### src/rtl/vram_scanout.sv
// vram_scanout: 1bpp framebuffer scan-out with integer horizontal/vertical pixel scaling
//
// Ports:
//   render_clk               clock; all state updates on its rising edge
//   rst                      asynchronous active-high reset
//   frame_start              one-cycle pulse in vertical blanking; rewinds to row 0
//   de_in/hsync_in/vsync_in  timing-generator data enable and syncs
//   render_data[7:0]         VRAM read data, valid one cycle after render_addr
//   render_addr[14:0]        registered address of the next byte to display
//   pix_out                  registered pixel, 1-cycle latency from de_in
//   de_out/hsync_out/vsync_out  timing inputs delayed by one cycle
//
// Optional feature (macro SCANOUT_INVERT_EN): adds input invert; the pixel is
// XORed with invert while the delayed data enable is high.
module vram_scanout #(
    parameter int H_SCALE       = 3,
    parameter int V_SCALE       = 3,
    parameter int BYTES_PER_ROW = 60,
    parameter int ROWS          = 300
) (
    input  logic        render_clk,
    input  logic        rst,
    input  logic        frame_start,
    input  logic        de_in,
    input  logic        hsync_in,
    input  logic        vsync_in,
`ifdef SCANOUT_INVERT_EN
    input  logic        invert,
`endif
    input  logic [7:0]  render_data,
    output logic [14:0] render_addr,
    output logic        pix_out,
    output logic        de_out,
    output logic        hsync_out,
    output logic        vsync_out
);
    localparam int HW = H_SCALE > 1 ? $clog2(H_SCALE) : 1;
    localparam int VW = V_SCALE > 1 ? $clog2(V_SCALE) : 1;
    localparam int RW = $clog2(ROWS + 1);
    localparam int LW = $clog2(BYTES_PER_ROW + 1);

    logic [HW-1:0] hcnt_q, hcnt_d;
    logic [2:0]    bit_q, bit_d;
    logic [7:0]    shift_q, shift_d;
    logic [LW-1:0] loads_q, loads_d;
    logic [VW-1:0] rep_q, rep_d;
    logic [RW-1:0] row_q, row_d;
    logic [14:0]   base_q, base_d;
    logic [14:0]   addr_q, addr_d;
    logic          armed_q, armed_d;
    logic          pix_q, pix_d;
    logic          de_q, hs_q, vs_q;
    logic          busy, active, load, last_h, de_fall, rep_wrap, pix_c;
    logic [7:0]    cur;

    // busy: a byte is mid-display (hcnt/bit counters away from their start).
    // active: a frame has been started since reset and rows remain.
    always_comb begin
        busy     = (hcnt_q != '0) || (bit_q != '0);
        active   = armed_q && (row_q < RW'(ROWS));
        load     = de_in && active && !busy && (loads_q < LW'(BYTES_PER_ROW));
        cur      = load ? render_data : shift_q;
        pix_c    = de_in && (load || busy) && cur[7];
        last_h   = hcnt_q == HW'(H_SCALE - 1);
        de_fall  = de_q && !de_in;
        rep_wrap = rep_q == VW'(V_SCALE - 1);
        hcnt_d   = !de_in ? '0 : (load || busy) ? (last_h ? '0 : hcnt_q + HW'(1)) : hcnt_q;
        bit_d    = !de_in ? '0 : ((load || busy) && last_h) ? bit_q + 3'd1 : bit_q;
        shift_d  = !de_in ? shift_q : (load || busy) ? (last_h ? {cur[6:0], 1'b0} : cur) : shift_q;
        loads_d  = !de_in ? '0 : loads_q + LW'(load);
        armed_d  = armed_q || frame_start;
        rep_d    = rep_q;
        row_d    = row_q;
        base_d   = base_q;
        addr_d   = addr_q;
        if (frame_start) begin
            rep_d  = '0;
            row_d  = '0;
            base_d = '0;
            addr_d = '0;
        end else if (de_fall && active) begin
            rep_d  = rep_wrap ? '0 : rep_q + VW'(1);
            row_d  = rep_wrap ? row_q + RW'(1) : row_q;
            // Leaving the last row parks the address at 0 for the rest of the frame.
            base_d = !rep_wrap ? base_q : (row_q == RW'(ROWS - 1)) ? '0 : base_q + 15'(BYTES_PER_ROW);
            addr_d = base_d;
        end else if (load) begin
            addr_d = addr_q + 15'd1;
        end
`ifdef SCANOUT_INVERT_EN
        pix_d = pix_c ^ (invert & de_in);
`else
        pix_d = pix_c;
`endif
    end

    always_ff @(posedge render_clk or posedge rst) begin
        if (rst) begin
            hcnt_q  <= '0;
            bit_q   <= '0;
            shift_q <= '0;
            loads_q <= '0;
            rep_q   <= '0;
            row_q   <= '0;
            base_q  <= '0;
            addr_q  <= '0;
            armed_q <= 1'b0;
            pix_q   <= 1'b0;
            de_q    <= 1'b0;
            hs_q    <= 1'b0;
            vs_q    <= 1'b0;
        end else begin
            hcnt_q  <= hcnt_d;
            bit_q   <= bit_d;
            shift_q <= shift_d;
            loads_q <= loads_d;
            rep_q   <= rep_d;
            row_q   <= row_d;
            base_q  <= base_d;
            addr_q  <= addr_d;
            armed_q <= armed_d;
            pix_q   <= pix_d;
            de_q    <= de_in;
            hs_q    <= hsync_in;
            vs_q    <= vsync_in;
        end
    end

    assign render_addr = addr_q;
    assign pix_out     = pix_q;
    assign de_out      = de_q;
    assign hsync_out   = hs_q;
    assign vsync_out   = vs_q;
endmodule
### config.mk
export PLATFORM = sky130hd
export DESIGN_NAME = vram_scanout
export DESIGN_NICKNAME = d
export VERILOG_FILES = /design/src/rtl/vram_scanout.sv
export SDC_FILE = /design/constraint.sdc
export NUM_CORES = 1
export LEC_CHECK = 0
export ABC_AREA = 1
export BUFFER_PORTS_ARGS = -buffer_cell sky130_fd_sc_hd__buf_2
export CORE_MARGIN = 4
export CORE_UTILIZATION = 54
export CTS_BUF_LIST = sky130_fd_sc_hd__clkbuf_8 sky130_fd_sc_hd__clkbuf_16
export DETAILED_ROUTE_END_ITERATION = 8
export PLACE_DENSITY = 0.73
export SYNTH_ARGS = -nofsm -noshare
export SYNTH_HDL_FRONTEND = slang
export SYNTH_SLANG_ARGS = --single-unit
### constraint.sdc
create_clock -name render_clk -period 2 [get_ports render_clk]
set_input_delay 0.2 -clock render_clk [delete_from_list [all_inputs] [get_ports render_clk]]
set_output_delay 0.2 -clock render_clk [all_outputs]
set_load 0.02 [all_outputs]
Word-level counts from Yosys, hierarchy flattened
Index checks and enable logic that the tools add are counted.

cells by class
  $add $sub $neg = 7
  multiply operators = 0
  div/mod/pow operators = 0
  magnitude comparators = 2
  eq/ne operators = 5
  shift operators = 0
  mux-type cells = 21
  bitwise logic cells = 0
  reduce and logical (&&, ||, !) cells = 21

operators by type and width
  cell                                           count
  two-way mux 15 bit                             7
  two-way mux 9 bit                              3
  two-way mux 8 bit                              2
  adder 15 x 1 -> 15 bit, second input constant  1
  adder 15 x 6 -> 15 bit, second input constant  1
  two-way mux 2 bit                              6
  adder 9 x 1 -> 9 bit, second input constant    1
  == test 9 bit, second input constant           1
  logical AND 1 bit                              9
  < comparator 9 bit, second input constant      1
  adder 6 x 1 -> 6 bit                           1
  < comparator 6 bit, second input constant      1
  two-way mux 3 bit                              2
  two-way mux 6 bit                              1
  nonzero test 2 bit                             3
  nonzero test 3 bit                             2
  adder 2 x 1 -> 2 bit, second input constant    2
  == test 2 bit, second input constant           2
  != test 2 x 1 -> 1 bit, second input constant  2
  AND reduction 2 bit                            2
  adder 3 x 1 -> 3 bit, second input constant    1
  logical OR 1 bit                               3
  logical NOT 1 bit                              2

word-level totals
  flip-flop bits (word level) = 65
  latch bits = 0
  bits in writable memories = 0
  ROM bits = 0
  bits of input ports = 14
  output and inout bits = 19
  logic and storage cells = 69
  memories kept = 0

Longest topological paths before layout
Gate-level depths: netlist (run 1).

  depth after elaboration = 9
  depth in mapped cells = 14

Worst setup path after synthesis (run 1)
Ideal clock, no wire load.

  path type = register to register
  start point = register bit_q[0]
  end point = register loads_q[4]
  setup time = 0.078 ns
  data arrival time = 1.811 ns
  setup slack = 0.112 ns
  cell stages (with the launch flop) = 14
  buffers on the path = 1
  clock period less this slack = 1.888 ns
  cell sequence = dfrtp_1 -> inv_1 -> ha_1 -> inv_1 -> nor3_2 -> nand3_2 -> buf_6 -> inv_6 -> ha_1 -> ha_1 -> nand2_1 -> nor2_1 -> o21ai_0 -> a21oi_1

on the way
  cells in the longest elaborated chain, start to end = 7

ends and longest elaborated chain
  item                             line  source
  from (decl)                      43    logic [2:0] bit_q, bit_d;
  from (signal assigned)           114   bit_q <= bit_d;
  nonzero test 3 bit               59    busy = (hcnt_q != '0) || (bit_q != '0);
  logical OR 1 bit                 59
  logical NOT 1 bit                61    load = de_in && active && !busy && (loads_q < LW'(BYTES_PER_ROW));
  logical AND 1 bit (2 in series)  61
  adder 6 x 1 -> 6 bit             70    loads_d = !de_in ? '0 : loads_q + LW'(load);
  two-way mux 6 bit                70
  named net loads_d[4]             45    logic [LW-1:0] loads_q, loads_d;
  to (signal assigned)             116   loads_q <= loads_d;
  to (decl)                        45

The timed path passes the listed nets, and every way through them passes these cells.
A chain may end at the register's enable or synchronous reset.

Worst setup path after layout (run 1)
  start point = register row_q[6]
  end point = register loads_q[4]

on the way
  cells in the longest elaborated chain, start to end = 7

ends and longest elaborated chain
  item                             line  source
  from (decl)                      47    logic [RW-1:0] row_q, row_d;
  from (signal assigned)           118   row_q <= row_d;
  < comparator 9 bit               60    active = armed_q && (row_q < RW'(ROWS));
  logical AND 1 bit                60
  logical AND 1 bit (3 in series)  61
  adder 6 x 1 -> 6 bit             70
  two-way mux 6 bit                70
  named net loads_d[4]             45

The timed path passes the listed nets, and every way through them passes these cells.

==> results of run 1 <==
-- synth_stat cells, types with 4 or more instances --
library cell / number
o21a_1: 7
buf_6: 4
ha_1: 7
nand2_2: 4
nand4_1: 16
o21ai_1: 9
inv_1: 56
a21oi_1: 16
nand3_1: 53
nor3_1: 9
inv_2: 6
dfrtp_1: 65
nand2_1: 177
nor2_1: 37
o21ai_0: 24
xor2_1: 8
-- worst max-delay path, cell delays in order (launching register included) --
cell      delay [ns]
dfrtp_1         0.43
inv_2           0.08
nand2_1         0.06
nand2_1         0.07
nand2_2         0.06
nor2_4          0.13
nand3_2         0.13
clkinv_4        0.06
ha_1            0.15
ha_2            0.18
nand2_1         0.05
nor2_1          0.11
o21ai_0         0.09
a21oi_1         0.14
-- registers in the layout (all words and copies together), names as in the netlist --
signal,count
bit_q,3
row_q,9
render_addr,15
shift_q,8
rep_q,2
vsync_out,1
armed_q,1
hcnt_q,2
hsync_out,1
de_out,1
base_q,15
loads_q,6
pix_out,1
-- metal layers --
| metal | vias up | global-route usage (%) | wire length, um |
|---|---|---|---|
| met5 | - | 0 | 0 |
| met4 | 0 | 9.28 | 118 |
| met3 | 8 | 3.33 | 471 |
| met2 | 90 | 35.3 | 3960 |
| met1 | 1623 | 28.2 | 4010 |
| li1 | 1778 | - | - |
-- final timing paths --
check	from	end	slack, ns	depth (start not counted)
min in group asynchronous	rst	hsync_out$_DFF_PP0_	0.26	3
min reg2reg	hcnt_q[1]$_DFFE_PP0P_	hcnt_q[1]$_DFFE_PP0P_	0.47	1
max reg2reg	row_q[6]$_DFFE_PP0P_	loads_q[4]$_DFF_PP0_	0.20	13
max in group asynchronous	rst	rep_q[1]$_DFFE_PP0P_	1.21	4
min	de_in	de_out$_DFF_PP0_	0.12	1
max	row_q[6]$_DFFE_PP0P_	loads_q[4]$_DFF_PP0_	0.20	13
-- cells in the final DEF (no fill, tap or decap), types with 2 or more instances in the layout --
cell type,netlist,final
a21oi_1,16,16
buf_2,3,32
buf_4,0,6
clkbuf_8,0,11
clkinv_2,0,2
dfrtp_1,65,65
dlygate4sd3_1,0,3
ha_1,7,6
inv_1,56,56
inv_2,6,7
nand2_1,177,177
nand2_2,4,4
nand2_4,3,3
nand3_1,53,53
nand3_2,2,2
nand4_1,16,16
nor2_1,37,37
nor2_4,2,2
nor3_1,9,9
o21a_1,7,7
o21ai_0,24,24
o21ai_1,9,9
xor2_1,8,8
-- timing repair --
item / in CTS / in global routing
endpoints found under the setup margin: 0 / 11
resized for setup: 0 / 3
hold buffers: 3 / 0
buffers inserted: 0 / 1
hold endpoints to repair: 67 / 0
-- final cells by class --
cell class	instances	area (um^2)
inverters	65	251
well taps	96	120
flip-flops and latches	65	1630
repair buffers	42	255
fillers	606	2530
clock inverters	4	43.8
clock buffers	11	151
multi-input cells	386	1890
-- where the power goes --
group | internal (mW) | leakage (nW) | total, mW | switching, mW
Sequential | 1.47 | 0.862 | 1.61 | 0.137
Clock | 0.628 | 0.106 | 1.12 | 0.492
Combinational | 0.271 | 1.26 | 0.752 | 0.480
Total | 2.37 | 2.22 | 3.48 | 1.11
-- metrics by stage --
| step | std cells | util [%] | area, um^2 | hold slack (ns) | total power [mW] |
|---|---|---|---|---|---|
| 2_1_floorplan | 526 | - | 3840 | 0.231 | 2.17 |
| 3_3_place_gp | 650 | 59.7 | 4100 | 0.0630 | 2.34 |
| 3_5_place_dp | 650 | 59.7 | 4100 | 0.0665 | 2.37 |
| 4_1_cts | 668 | 63.0 | 4320 | 0.100 | 3.50 |
| 5_1_grt | 669 | 63.2 | 4340 | 0.115 | 3.70 |
| 6_report | 669 | 63.2 | 4340 | 0.116 | 3.48 |
-- cell families after synthesis --
group                    count (synthesis)
AND/OR/NAND/NOR                        310
buffers and inverters                   75
flip-flops                              65
AO/OA/AOI/OAI                           61
XOR/XNOR                                 8
adder cells (fa/ha/maj)                  7
==> key figures, run 1 <==
Floorplan
  – Total core area: 0.00687 mm^2
  – Die Footprint: approximately 0.0085 mm^2
  – Die Span Y: 92.4 um
  – IO Pins: 33
  – Row cnt: 30
  – Initial core utilization: 56.0%
  – Die Width: 92.4 um

Timing
  – RSZ-0062 raised after global routing: no
  – Final setup margin: 0.201 ns
  – Max_slew headroom: between 70% and 80%
  – Worst Clk Skew: approximately 0.0072 ns
  – Worst slew pin tran: ~0.44 ns
  – Hold Vio Cnt, Final: 0
  – Setup TNS: 0 ns
  – Post-layout min period: around 1.8 ns
  – Fmax: between 500 and 600 MHz
  – Final Max Tran Viols: 0
  – Tcrit/Tclk final: roughly 90%
  – # setup viols final: 0

Placed design
  – Worst slack, placed: just under 0.07 ns
  – Post-detail-place hpwl: about 6000 um
  – IO buf count: 32
  – Placer Congestion: slightly above 0.8

Layout
  – Layout cells sized above 1: 14.5%
  – Final nets: 590
  – Diode count: 0
  – Synth-to-Final Area Change: 12.9%

Synthesis
  – Synth area leader: dfrtp_1
  – Avg Inst Size Synth: about 7.3 um^2
  – Syn. warnings: 0
  – Seq/Total Area, Yosys: approximately 42%
  – Async S/R FF share, synth: 100%
  – Mapped Area: 0.00384 mm^2
  – Post-synthesis compound-gate area fraction: approximately 9.0%
  – Mux share of post-synthesis cell area: 0%
  – Synth top area share: between 40% and 50%
  – Post-Synth Adder-Cell Area: ~2.3%
  – Number of flops mapped to enable cells by yosys: 0
  – Synth Flop Type: dfrtp_1
  – XOR/XNOR share of the synthesized area: under 10%
  – Mapped Nets: roughly 550
  – Synth Instances: around 530
  – Simple-Gate Fraction of Synth Area: a little over a third
  – Largest family of logic cells by synthesized area: simple AND/OR/NAND/NOR gates
  – Post-synth cell types: 36
  – Synth area leaders: dfrtp_1 (42%), nand2_1 (17%), nand3_1 (6.9%)
  – Yosys reg bits: 65

Clocking
  – CTS root buf: clkbuf_8
  – TritonCTS clock tree: yes
  – Inserted Clock Buffers: 9
  – Deepest clock path buffer count: 2
  – CTS clk-pin slew, worst paths: approximately 0.070 ns
  – Clk sinks: 65
  – H-tree levels: 3
  – Clk_lat worst skew: 0.34 ns

Setup path
  – Req. time, crit path: 2.26 ns
  – Kind of start point of the critical path: flip-flop
  – CP endpoint kind: flip-flop
  – CP Class: reg2reg
  – Max Fanout on Critical Path: 4
  – Worst EP arrival: about 2 ns

Drt
  – Routed length per instance: around 13 um
  – Via count: 3499
  – WL final: around 8600 um
  – TritonRoute pass-1 iters: 5
  – Number of vias per cell: between 5 and 6
  – Remaining DRCs: 0
  – Initial DRC Count: slightly above 200
  – Post-route ant nets: 0

Global routing
  – Congestion Overflow GR: 0
  – First-pass GRT wire length: 14800 um
  – Vias in the first global route: 3380
  – Largest net degree at the start of global routing: 64
  – GR Util All Layers: roughly 22%
  – Initial antenna violation count: 0

Power
  – Leakage power figure: 2.22 nW
  – Worst vdd ir: around 0.45 mV
  – Power per cell area: ~800 mW/mm^2

Status
  – Status: completed

Flow run
  – MaxCap Viol Count: 0

Min path
  – Worst Hold Class: in2reg
Note: power is estimated with default switching activity, not from simulation.
==> run 2, diff against run 1 <==
--- a/config.mk
+++ b/config.mk
@@ -12,6 +12,7 @@
 export CTS_BUF_LIST = sky130_fd_sc_hd__clkbuf_8 sky130_fd_sc_hd__clkbuf_16
 export DETAILED_ROUTE_END_ITERATION = 8
 export PLACE_DENSITY = 0.73
+export RECOVER_POWER = 25
 export SYNTH_ARGS = -nofsm -noshare
 export SYNTH_HDL_FRONTEND = slang
 export SYNTH_SLANG_ARGS = --single-unit
==> key figures, run 2 (synthesized netlist as in run 1, its figures left out) <==
Timing
  – Worst Clk Skew: between 0.007 and 0.008 ns
  – Worst slew pin tran: between 0.8 and 0.9 ns
  – Hold Vio Cnt, Final: 0
  – Setup TNS: 0 ns
  – Final setup margin: ~0.20 ns
  – Post-layout min period: between 1.5 and 2 ns
  – Max_slew headroom: between 40% and 50%
  – Final Max Tran Viols: 0
  – # setup viols final: 0
  – Fmax: roughly 560 MHz
  – RSZ-0062 raised after global routing: no
  – Tcrit/Tclk final: 90.0%

Floorplan
  – IO Pins: 33
  – Total core area: 0.00687 mm^2
  – Die Span Y: between 90 and 100 um
  – Die Footprint: 0.00853 mm^2
  – Row cnt: 30
  – Die Width: roughly 92 um
  – Initial core utilization: 56.0%

Drt
  – Post-route ant nets: 0
  – Number of vias per cell: roughly 5.2
  – Initial DRC Count: 190
  – WL final: roughly 8500 um
  – Routed length per instance: about 13 um
  – Via count: 3502
  – Remaining DRCs: 0
  – TritonRoute pass-1 iters: 5

Clocking
  – CTS clk-pin slew, worst paths: approximately 0.07 ns
  – Clk sinks: between 60 and 70
  – Deepest clock path buffer count: 2
  – TritonCTS clock tree: yes
  – H-tree levels: 3
  – Inserted Clock Buffers: 9
  – Clk_lat worst skew: around 0.34 ns
  – CTS root buf: clkbuf_8

Global routing
  – Largest net degree at the start of global routing: 64
  – First-pass GRT wire length: about 15000 um
  – Initial antenna violation count: 0
  – GR Util All Layers: between 20 and 25%
  – Congestion Overflow GR: 0
  – Vias in the first global route: about 3400

Power
  – Net Sw Frac: 31.8%
  – Worst vdd ir: between 0.4 and 0.5 mV
  – Leakage power figure: roughly 2.2 nW
  – Power per cell area: 804 mW/mm^2
  – Pint: approximately 2.4 mW
  – Clock power frac: about a third
  – Seq pwr share: 46.4%
  – P_sw: approximately 1.1 mW
  – Logic pwr share: about 22%
  – Overall power: between 3 and 4 mW

Layout
  – Synth-to-Final Area Change: 12.6%
  – Final nets: 590
  – Final Non-Filler Cells: 669
  – Layout cells sized above 1: between 10% and 20%
  – FILL cells: 608
  – Most common cell after layout, fill and taps aside: nand2_1
  – Most frequent cells in the layout: nand2_1 (177), dfrtp_1 (65), inv_1 (57)
  – Diode count: 0

Min path
  – Worst Hold Class: in2reg

Placed design
  – Placed insts: 650
  – Placer Congestion: 0.830
  – Worst slack, placed: ~0.068 ns
  – IO buf count: 32
  – Post-detail-place hpwl: 6030 um

Setup path
  – Worst EP arrival: 2.06 ns
  – Max Fanout on Critical Path: 4
  – CP Class: reg2reg
  – Req. time, crit path: between 2 and 2.5 ns
  – CP endpoint kind: flip-flop
  – Kind of start point of the critical path: flip-flop

Status
  – Status: completed

Flow run
  – MaxCap Viol Count: 0
## run 2: cell types whose count changed in the layout (fill, tap and decap cells not counted)
cell,delta
clkbuf_4,+1
inv_2,-1
buf_12,-1
inv_1,+1
## run 2: per-stage QoR
stage	cell area, um^2	hold slack, ns	utilization [%]
floorplan	3840	0.231	-
global placement	4100	0.0630	59.7
detailed placement	4100	0.0665	59.7
CTS	4320	0.100	63.0
global route	4330	0.115	63.0
finish	4330	0.116	63.0
## run 2: area by class of cell
class | instances | area (um^2) | share of cell area, %
tap | 96 | 120 | 2.78
timing repair buffer | 42 | 243 | 5.61
sequential | 65 | 1630 | 37.6
clock inverter | 4 | 43.8 | 1.01
multi-input combinational | 386 | 1890 | 43.7
clock buffer | 11 | 151 | 3.50
inverter | 65 | 251 | 5.81
## run 2: power by group through the flow
stage	clock network [mW]	logic, mW	registers [mW]
floorplan	0	0.518	1.66
global placement	0	0.717	1.63
detailed placement	0	0.739	1.63
CTS	1.14	0.749	1.61
global route	1.21	0.853	1.63
finish	1.12	0.747	1.61
## run 2: routing by layer
| metal | part of all wire, % | track usage [%] | routed length, um |
|---|---|---|---|
| met5 | 0 | 0 | 0 |
| met4 | 1.4 | 9.28 | 120 |
| met3 | 5.3 | 3.33 | 449 |
| met2 | 46 | 35.3 | 3950 |
| met1 | 47 | 28.2 | 4000 |
## run 2: final timing paths
| path | startpoint | to | slack [ns] | depth (start not counted) |
|---|---|---|---|---|
| max in group asynchronous | rst | base_q[4]$_DFFE_PP0P_ | 0.68 | 4 |
| max | row_q[6]$_DFFE_PP0P_ | loads_q[4]$_DFF_PP0_ | 0.20 | 13 |
| min in group asynchronous | rst | hsync_out$_DFF_PP0_ | 0.26 | 3 |
| min | de_in | de_out$_DFF_PP0_ | 0.12 | 1 |
| min reg2reg | hcnt_q[1]$_DFFE_PP0P_ | hcnt_q[1]$_DFFE_PP0P_ | 0.47 | 1 |
| max reg2reg | row_q[6]$_DFFE_PP0P_ | loads_q[4]$_DFF_PP0_ | 0.20 | 13 |
## run 2: repair_timing
action                     CTS  global route
gates resized for setup      0             3
hold endpoints to repair    67             0
hold buffers                 3             0
setup buffers                0             1
setup endpoints to repair    0            11
## run 2: worst max-delay path, cell delays in order, from the launching register on
cell and delay, ns:
dfrtp_1 0.43, inv_2 0.08, nand2_1 0.06, nand2_1 0.07, nand2_2 0.06, nor2_4 0.13
nand3_2 0.13, clkinv_4 0.06, ha_1 0.15, ha_2 0.18, nand2_1 0.05, nor2_1 0.11
o21ai_0 0.09, a21oi_1 0.14
